### src/rtl/disp_pkg.sv
// Shared types, constants and the 16-bit saturation helper for the display scheduler.
package disp_pkg;

  typedef enum logic {
    IDLE = 1'b0,
    HOLD = 1'b1
  } disp_state_t;

  localparam int unsigned NUM_W = 16;
  localparam logic [NUM_W-1:0] MAX_NUM = 16'd9999;

  function automatic logic [NUM_W-1:0] sat_num(input logic [NUM_W-1:0] v);
    return (v > MAX_NUM) ? MAX_NUM : v;
  endfunction

endpackage

### src/rtl/disp_hold_tmr.sv
// Loadable down-counter timing the minimum on-screen hold; zero flags expiry.
module disp_hold_tmr #(
    parameter int unsigned CNT_W = 10
) (
    input  logic             clk,
    input  logic             reset,
    input  logic             load,
    input  logic             en,
    input  logic [CNT_W-1:0] load_val,
    output logic             zero
);

    logic [CNT_W-1:0] cnt;

    always_ff @(posedge clk or posedge reset) begin
        if (reset) begin
            cnt <= '0;
        end else if (load) begin
            cnt <= load_val;
        end else if (en && (cnt != '0)) begin
            cnt <= cnt - 1'b1;
        end
    end

    assign zero = (cnt == '0);

endmodule

### src/rtl/disp_sched.sv
// Round-robin display scheduler with minimum hold feeding seg_driver.
// Optional macro DISP_SCHED_PRIO_EN: requester 0 wins always and preempts other holds.
module disp_sched
    import disp_pkg::*;
#(
    parameter int unsigned N_REQ    = 4,
    parameter int unsigned HOLD_CYC = 1000
) (
    input  logic                     clk,
    input  logic                     reset,
    input  logic [N_REQ-1:0]         req,
    input  logic [N_REQ*NUM_W-1:0]   num_in,
    output logic [N_REQ-1:0]         gnt,
    output logic [$clog2(N_REQ)-1:0] owner,
    output logic [NUM_W-1:0]         num_out,
    output logic                     strobe,
    output logic                     busy
);

    localparam int unsigned OW    = $clog2(N_REQ);
    localparam int unsigned CNT_W = (HOLD_CYC > 1) ? $clog2(HOLD_CYC) : 1;
    localparam logic [CNT_W-1:0] HOLD_LOAD = CNT_W'(HOLD_CYC - 1);
    localparam logic [OW-1:0]    OWNER_RST = OW'(N_REQ - 1);

    disp_state_t state, state_nxt;

    logic [NUM_W-1:0] vals [N_REQ];
    logic [NUM_W-1:0] win_val, own_val, num_nxt;
    logic [OW-1:0]    win, owner_nxt, idx;
    logic [N_REQ-1:0] gnt_nxt;
    logic             win_vld, hold_zero, prio_pre, rearb, arb;
    logic             strobe_nxt, busy_nxt, tmr_load, tmr_en;

    for (genvar g = 0; g < N_REQ; g++) begin : g_unpack
        assign vals[g] = num_in[g*NUM_W +: NUM_W];
    end

    // Search starts just past the owner so the current owner is considered last.
    always_comb begin
        win_vld = 1'b0;
        win     = '0;
        idx     = '0;
        for (int unsigned i = 1; i <= N_REQ; i++) begin
            idx = OW'((32'(owner) + i) % N_REQ);
            if (!win_vld && req[idx]) begin
                win_vld = 1'b1;
                win     = idx;
            end
        end
`ifdef DISP_SCHED_PRIO_EN
        if (req[0]) begin
            win_vld = 1'b1;
            win     = '0;
        end
`endif
    end

`ifdef DISP_SCHED_PRIO_EN
    assign prio_pre = req[0] && (owner != '0);
`else
    assign prio_pre = 1'b0;
`endif

    assign win_val = sat_num(vals[win]);
    assign own_val = sat_num(vals[owner]);
    assign rearb   = (state == HOLD) && (hold_zero || !req[owner] || prio_pre);
    assign arb     = (state == IDLE) || rearb;

    disp_hold_tmr #(
        .CNT_W(CNT_W)
    ) u_tmr (
        .clk      (clk),
        .reset    (reset),
        .load     (tmr_load),
        .en       (tmr_en),
        .load_val (HOLD_LOAD),
        .zero     (hold_zero)
    );

    always_ff @(posedge clk or posedge reset) begin
        if (reset) state <= IDLE;
        else       state <= state_nxt;
    end

    always_comb begin
        state_nxt = state;
        case (state)
            IDLE:    if (win_vld) state_nxt = HOLD;
            HOLD:    if (rearb && !win_vld) state_nxt = IDLE;
            default: state_nxt = IDLE;
        endcase
    end

    always_comb begin
        gnt_nxt    = gnt;
        owner_nxt  = owner;
        num_nxt    = num_out;
        busy_nxt   = busy;
        strobe_nxt = 1'b0;
        tmr_load   = 1'b0;
        tmr_en     = 1'b0;
        if (arb) begin
            if (win_vld) begin
                owner_nxt      = win;
                gnt_nxt        = '0;
                gnt_nxt[win]   = 1'b1;
                num_nxt        = win_val;
                busy_nxt       = 1'b1;
                tmr_load       = 1'b1;
                strobe_nxt     = (win != owner) || (state == IDLE) || (win_val != num_out);
            end else begin
                gnt_nxt  = '0;
                busy_nxt = 1'b0;
            end
        end else begin
            tmr_en = 1'b1;
            if (own_val != num_out) begin
                num_nxt    = own_val;
                strobe_nxt = 1'b1;
            end
        end
    end

    always_ff @(posedge clk or posedge reset) begin
        if (reset) begin
            gnt     <= '0;
            owner   <= OWNER_RST;
            num_out <= '0;
            strobe  <= 1'b0;
            busy    <= 1'b0;
        end else begin
            gnt     <= gnt_nxt;
            owner   <= owner_nxt;
            num_out <= num_nxt;
            strobe  <= strobe_nxt;
            busy    <= busy_nxt;
        end
    end

endmodule

### config.mk
export PLATFORM = sky130hd
export DESIGN_NAME = disp_sched
export DESIGN_NICKNAME = d
export VERILOG_FILES = /design/src/rtl/disp_pkg.sv /design/src/rtl/disp_hold_tmr.sv /design/src/rtl/disp_sched.sv
export SDC_FILE = /design/constraint.sdc
export NUM_CORES = 1
export LEC_CHECK = 0
export CORE_MARGIN = 10
export CORE_UTILIZATION = 45
export DETAILED_ROUTE_END_ITERATION = 10
export PLACE_DENSITY = 0.84
export SYNTH_ARGS = -nofsm -noshare
export SYNTH_HDL_FRONTEND = slang
export SYNTH_SLANG_ARGS = --single-unit
### constraint.sdc
create_clock -name clk -period 4.46 [get_ports clk]
set_input_delay 0.669 -clock clk [delete_from_list [all_inputs] [get_ports clk]]
set_output_delay 0.669 -clock clk [all_outputs]
set_load 0.03 [all_outputs]
Yosys cells after proc, flatten, opt, wreduce, memory -nomap -nowiden
Index checks and enable logic that the tools add are counted.

operators by class
  add/subtract/negate cells = 5
  order comparisons = 11
  equality and inequality tests = 4
  multiplexer cells = 42
  bitwise operators = 3
  reductions and logical operators = 22

operator list
  operator                                                                             number
  16-bit 2-to-1 mux                                                                    9
  16-bit binary-select mux with 2-bit select                                           2
  16-bit by 14-bit > comparator with 1-bit output, second input constant               2
  16-bit != test                                                                       2
  10-bit 2-to-1 mux                                                                    2
  2-bit by 3-bit < comparator with 1-bit output, second input constant                 6
  1-bit 2-to-1 mux                                                                     17
  1-bit binary-select mux with 2-bit select                                            5
  10-bit logical NOT                                                                   1
  10-bit nonzero test                                                                  1
  10-bit by 1-bit subtractor with 10-bit output, second input constant                 1
  2-bit 2-to-1 mux                                                                     4
  1-bit logical AND                                                                    7
  3-bit greater-or-equal comparator, second input constant                             2
  2-bit inverter with 3-bit output                                                     2
  1-bit logical NOT                                                                    5
  2-bit by 1-bit adder with 2-bit output, second input constant                        2
  2-bit adder, second input constant                                                   2
  1-bit logical OR                                                                     4
  4-bit 2-to-1 mux                                                                     1
  2-bit AND reduction                                                                  2
  2-bit nonzero test                                                                   2
  1-bit demux with 2-bit select                                                        1
  2-bit by 1-bit greater-or-equal comparator with 1-bit output, second input constant  1
  other kinds (4)                                                                      4

storage, ports and cells
  flip-flop bits (word level) = 35
  bits of input ports = 70
  output and inout port bits = 24
  logic and storage cells = 94

Depth between registers and ports, before layout
  word-level depth = 23
  depth in mapped cells = 14
  depth with buffers taken out = 10

Hierarchy
Synthesis repeated with hierarchy kept, for this count alone.

second synthesis, totals
  cell total of the unflattened synthesis = 419
  area total of the unflattened synthesis = 3550.9 um^2

modules (own cells, without submodules)
  module         times used  cells each  area an instance (um^2)  sequential area each (um^2)
  disp_sched     1           350         2895.3                   628.1
  disp_hold_tmr  1           69          655.6                    250.2

Worst setup path after synthesis
Ideal clock, no wire load.

  path kind = register to register
  from = reg owner[1]
  to = reg num_out[5]
  library setup time = 0.126 ns
  data arrival time = 3.308 ns
  data required time = 4.334 ns
  setup slack = 1.026 ns
  stages on the path, launching flop included = 14
  path buffers = 3
  clock period less this slack = 3.434 ns
  cell sequence = dfstp_2 buf_2 buf_2 mux4_2 nor4_1 o211ai_1 a21o_1 a32oi_1 nor4_1 and3_1 nor2_2 nor2_2 buf_4 a221o_1

on the way
  word-level cells in the longest chain between the ends = 21
  elaborated cells on any way between the ends = 51
  those cells by class = add/sub: 4; order compare: 2; eq/ne: 2; mux: 29; bitwise: 2; reduce/logical: 12

ends and longest elaborated chain
  element                                                 line               text
  start: declaration                                      disp_sched.sv:14   output logic [$clog2(N_REQ)-1:0] owner,
  start signal: assignment                                disp_sched.sv:133  owner <= owner_nxt;
  2-bit by 1-bit adder with 2-bit output                  disp_sched.sv:44   idx = OW'((32'(owner) + i) % N_REQ);
  1-bit binary-select mux with 2-bit select               disp_sched.sv:45   if (!win_vld && req[idx]) begin
  1-bit 2-to-1 mux (implied by the code)                  disp_sched.sv:45
  1-bit 2-to-1 mux                                        disp_sched.sv:45
  1-bit logical NOT                                       disp_sched.sv:45
  1-bit logical AND                                       disp_sched.sv:45
  1-bit 2-to-1 mux                                        disp_sched.sv:45
  1-bit logical NOT                                       disp_sched.sv:45
  [4 not listed]                                          n/a
  2-bit 2-to-1 mux                                        disp_sched.sv:45
  2-bit inverter with 3-bit output (implied by the code)  disp_sched.sv:64   assign win_val = sat_num(vals[win]);
  16-bit binary-select mux with 2-bit select              disp_sched.sv:64
  16-bit 2-to-1 mux (implied by the code) (2 in series)   disp_sched.sv:64
  16-bit by 14-bit > comparator with 1-bit output         disp_pkg.sv:13     return (v > MAX_NUM) ? MAX_NUM : v;
  16-bit 2-to-1 mux                                       disp_pkg.sv:13
  16-bit 2-to-1 mux                                       disp_sched.sv:103  if (win_vld) begin
  16-bit 2-to-1 mux                                       disp_sched.sv:102  if (arb) begin
  end signal: assignment                                  disp_sched.sv:134  num_out <= num_nxt;
  end: declaration                                        disp_sched.sv:15   output logic [NUM_W-1:0] num_out,

Several ways; a longest one is shown, not always the timed one. The select of a mux whose other input is x is not followed.
A chain may end at the register's enable or synchronous reset.

Final worst setup path
  from = in req[3]
  to = reg strobe

on the way
  word-level cells in the longest chain between the ends = 22
  elaborated cells on any way between the ends = 40
  those cells by class = order compare: 1; eq/ne: 2; mux: 24; bitwise: 1; reduce/logical: 12

ends and longest elaborated chain
  element                                                line               text
  start: declaration                                     disp_sched.sv:11   input logic [N_REQ-1:0] req,
  1-bit binary-select mux with 2-bit select              disp_sched.sv:45
  1-bit 2-to-1 mux (implied by the code)                 disp_sched.sv:45
  1-bit 2-to-1 mux                                       disp_sched.sv:45
  1-bit logical NOT                                      disp_sched.sv:45
  1-bit logical AND                                      disp_sched.sv:45
  1-bit 2-to-1 mux                                       disp_sched.sv:45
  1-bit logical NOT                                      disp_sched.sv:45
  1-bit logical AND                                      disp_sched.sv:45
  [6 not listed]                                         n/a
  16-bit 2-to-1 mux (implied by the code) (2 in series)  disp_sched.sv:64
  16-bit by 14-bit > comparator with 1-bit output        disp_pkg.sv:13
  16-bit 2-to-1 mux                                      disp_pkg.sv:13
  16-bit != test                                         disp_sched.sv:110  strobe_nxt = (win != owner) || (state == IDLE) || (win_val != num_out);
  1-bit logical OR                                       disp_sched.sv:110
  1-bit 2-to-1 mux                                       disp_sched.sv:103
  1-bit 2-to-1 mux (*)                                   disp_sched.sv:102
  net strobe_nxt                                         disp_sched.sv:32   logic strobe_nxt, busy_nxt, tmr_load, tmr_en;
  end signal: assignment                                 disp_sched.sv:135  strobe <= strobe_nxt;
  end: declaration                                       disp_sched.sv:16   output logic strobe,

The timed path passes the listed nets; every way through them passes the cells marked *. The select of a mux whose other input is x is not followed.

==> run_results.csv <==
group,metric,value,unit
clock_network,clock_tree.htree_level_count,2,
layout,areaGrowthSynthToFinish,33.0,%
pwr,clock_power_frac,0.087,
floorplanning,die_area,11700,um^2
floorplanning,initial_utilization,0.458,
clock_network,post-cts-setup-buffers,0,
synthesis,synthFlopType,"sky130_fd_sc_hd__dfrtp_1",
pwr,standby_leakage_power,0.00179,uW
timing,timing.final.setup_violations,0,
clock_network,tritoncts.num_buffers,5,
place,dpl.hpwl,10.2,mm
floorplanning,total_core_area,7650,um^2
worst_setup_path,worstSetupStartpointType,"primary input",
synthesis,synthesis.nets,487,
synthesis,synth_top_family_by_area,"compound AO/OA/AOI/OAI gates",
synthesis,synth_xor_area_frac,0.0425,
floorplanning,floorplan.die.height,108,um
pwr,pint,1660,uW
route,drt-pass1-iter-count,5,
timing,worst_pin_slew,0.636,ns
place,port-buffer-count,93,
timing,max-slew-margin-rel,0.576,
worst_setup_path,worst-path-max-fanout,15,
route,route.detailed.vias_per_inst,6.38,
pwr,power.share.switching,0.505,
synthesis,post_synth_mux_area_share,0.156,
clock_network,clock_sink_count,35,
worst_setup_path,cp-end-kind,"register",
route,ant_nets,0,
route,vias,3890,
clock_network,clock_transition_at_path_regs,0.08,ns
pwr,power.combinational.fraction,0.716,
synthesis,syn_area,3510,um^2
clock_network,cts-resized-gates,0,
global_route,grt_usage,0.211,
hold_path,timing.hold.worst.class,"register to register",
synthesis,synth_compound_gate_area_share,0.271,
synthesis,synth.lib_cells_used.distinct,69,
synthesis,synth_edf_count,0,
pwr,power.switching,1700,uW
timing,post-route-period-util,0.910,
synthesis,yosys_warnings,0,
floorplanning,pin_count,94,
layout,final_layout_size_suffix_gt1_frac,0.112,
timing,setup_repair_after_global_routing_missed_its_margin,"no",
layout,fillers,653,
worst_setup_path,cp_data_required_time,4.62,ns
synthesis,yosys_register_bits,35,
route,detail_route.drc_violations,0,
route,postRouteWirelength,12.7,mm
synthesis,yosysSeqAreaShare,0.251,
worst_setup_path,worst_ep_arrival_time,4.22,ns
clock_network,clock_insertion_delay_worst_skew,0.29,ns
route,avgRoutedWirePerCell,20.8,um
timing,worst_hold_slack,0.513,ns
clock_network,ctsHoldBuffers,0,
clock_network,ctsRootBufferMaster,"sky130_fd_sc_hd__clkbuf_8",
layout,finish.net_count,578,
place,gp_routability_congestion,0.970,
outcome,status,"completed",
clock_network,tritoncts_clock_tree,"built",
flow_run,drv_cap,0,
pwr,seq_power_share,0.197,
timing,worst_clock_skew,0.0145,ns
timing,setup-tns-final,0,ns
layout,final_common_cell,"sky130_fd_sc_hd__clkdlybuf4s50_1",
layout,layout.cells.most_common_list,"sky130_fd_sc_hd__clkdlybuf4s50_1 (93), sky130_fd_sc_hd__nand2_1 (43), sky130_fd_sc_hd__nor2_1 (37)",
synthesis,simple_gate_fraction_of_synth_area,0.216,
route,initialDrtViolationCount,326,
synthesis,syn_area_per_cell,8.43,um^2
global_route,grt_antenna_before_repair,0,
synthesis,syn_inst,416,
global_route,grt_first_pass_wirelength,20.0,mm
global_route,remaining_global_route_overflow,0,
worst_setup_path,worst-r2r-setup-slack,0.54,ns
clock_network,cts.path.max_buffers,2,
global_route,vias_in_the_first_global_route,3889,
synthesis,async_flop_share,1.00,
floorplanning,rows,32,
worst_setup_path,worstSetupPathType,"primary input to register",
pwr,vdd_ir_drop_max,0.000381,V
pwr,p_per_area,720,nW/um^2
synthesis,synth_fa_ha_area_frac,0.00357,
timing,hold_viol_final,0,
floorplanning,die_width,108,um
timing,final.min_clock_period,4.06,ns
layout,antennaDiodeCount,0,
timing,maxClockFrequency,246,MHz
global_route,grt_start_max_net_pins,36,
timing,maxSlewViolCount,0,
-- per-layer routing --
metal,GRT usage,up-vias,routed length [um]
met2,0.359,266,6110
met1,0.261,1836,5050
met3,0.0387,33,1170
met4,0.0772,0,336
li1,-,1755,-
met5,0,-,0
-- synthesized netlist by cell type (all sizes together), types with 7 or more instances --
cell type | count | area share
a21oi | 27 | 0.040
a22oi | 9 | 0.019
a31oi | 7 | 0.012
buf | 19 | 0.035
clkbuf | 7 | 0.0075
dfrtp | 33 | 0.24
inv | 17 | 0.018
mux2i | 12 | 0.034
mux4 | 16 | 0.10
nand2 | 43 | 0.046
nor2 | 40 | 0.045
nor2b | 10 | 0.018
nor3 | 11 | 0.016
o21ai | 23 | 0.034
xnor2 | 13 | 0.032
-- power by group through the flow --
stage	Combinational, uW	Sequential [uW]	Clock (uW)
final	2400	660	294
after global routing	2570	680	310
after CTS	2370	655	297
after detailed placement	2360	661	0
after global placement	2330	657	0
after floorplan	1580	703	0
-- sequential cells by signal, indices dropped and copies added (netlist names) --
signal,flops
owner,2
gnt,4
u_tmr.cnt,10
num_out,16
state,1
strobe,1
busy,1
-- kinds of logic (layout without fill, tap and decap cells) --
family,Yosys count,in the layout
xor+xnor,17,17
buf+inv,43,135
fa+ha+maj,1,1
simple gates,152,152
flops,35,35
mux,34,34
compound gates,134,134
-- path summary, 6_finish.rpt --
| check | from | to | cells after the start |
|---|---|---|---|
| worst max-delay path | req[3] | strobe$_DFF_PP0_ | 12 |
| worst min-delay path | gnt[2]$_DFFE_PP0N_ | gnt[2]$_DFFE_PP0N_ | 1 |
| worst max register to register | owner[0]$_DFFE_PP1P_ | num_out[3]$_DFFE_PP0P_ | 12 |
| worst min register to register | gnt[2]$_DFFE_PP0N_ | gnt[2]$_DFFE_PP0N_ | 1 |
| max in group asynchronous | reset | owner[1]$_DFFE_PP1P_ | 3 |
| min in group asynchronous | reset | u_tmr.cnt[3]$_DFFE_PP0P_ | 3 |
-- critical path, stage by stage --
cell                              delay (ns)
sky130_fd_sc_hd__clkdlybuf4s50_1        0.53
sky130_fd_sc_hd__nor2b_1                0.22
sky130_fd_sc_hd__o21ai_1                0.36
sky130_fd_sc_hd__nand3_1                0.41
sky130_fd_sc_hd__buf_4                  0.34
sky130_fd_sc_hd__mux2i_1                0.15
sky130_fd_sc_hd__mux2i_1                0.44
sky130_fd_sc_hd__nor2b_1                0.20
sky130_fd_sc_hd__a211o_1                0.12
sky130_fd_sc_hd__a32oi_1                0.09
sky130_fd_sc_hd__a2111oi_0              0.52
sky130_fd_sc_hd__a31oi_1                0.15
-- per-stage QoR --
step | area, um^2 | util | power, uW | setup slack, ns | cells
2_1_floorplan | 3510 | - | 2280 | 1.03 | 416
3_3_place_gp | 4550 | 0.596 | 2980 | 0.368 | 602
3_5_place_dp | 4550 | 0.596 | 3020 | 0.205 | 602
4_1_cts | 4660 | 0.610 | 3320 | 0.516 | 610
5_1_grt | 4660 | 0.610 | 3560 | 0.170 | 610
6_report | 4660 | 0.610 | 3360 | 0.400 | 610
-- layout make-up --
type | instances | area, um^2 | area share
multi-input cells | 338 | 2410 | 0.517
well taps | 102 | 128 | 0.0274
clock inverters | 2 | 37.5 | 0.00805
clock buffers | 6 | 72.6 | 0.0156
flip-flops and latches | 35 | 878 | 0.188
inverters | 17 | 63.8 | 0.0137
repair buffers | 110 | 1070 | 0.230
(Power assumes the default switching activity.)
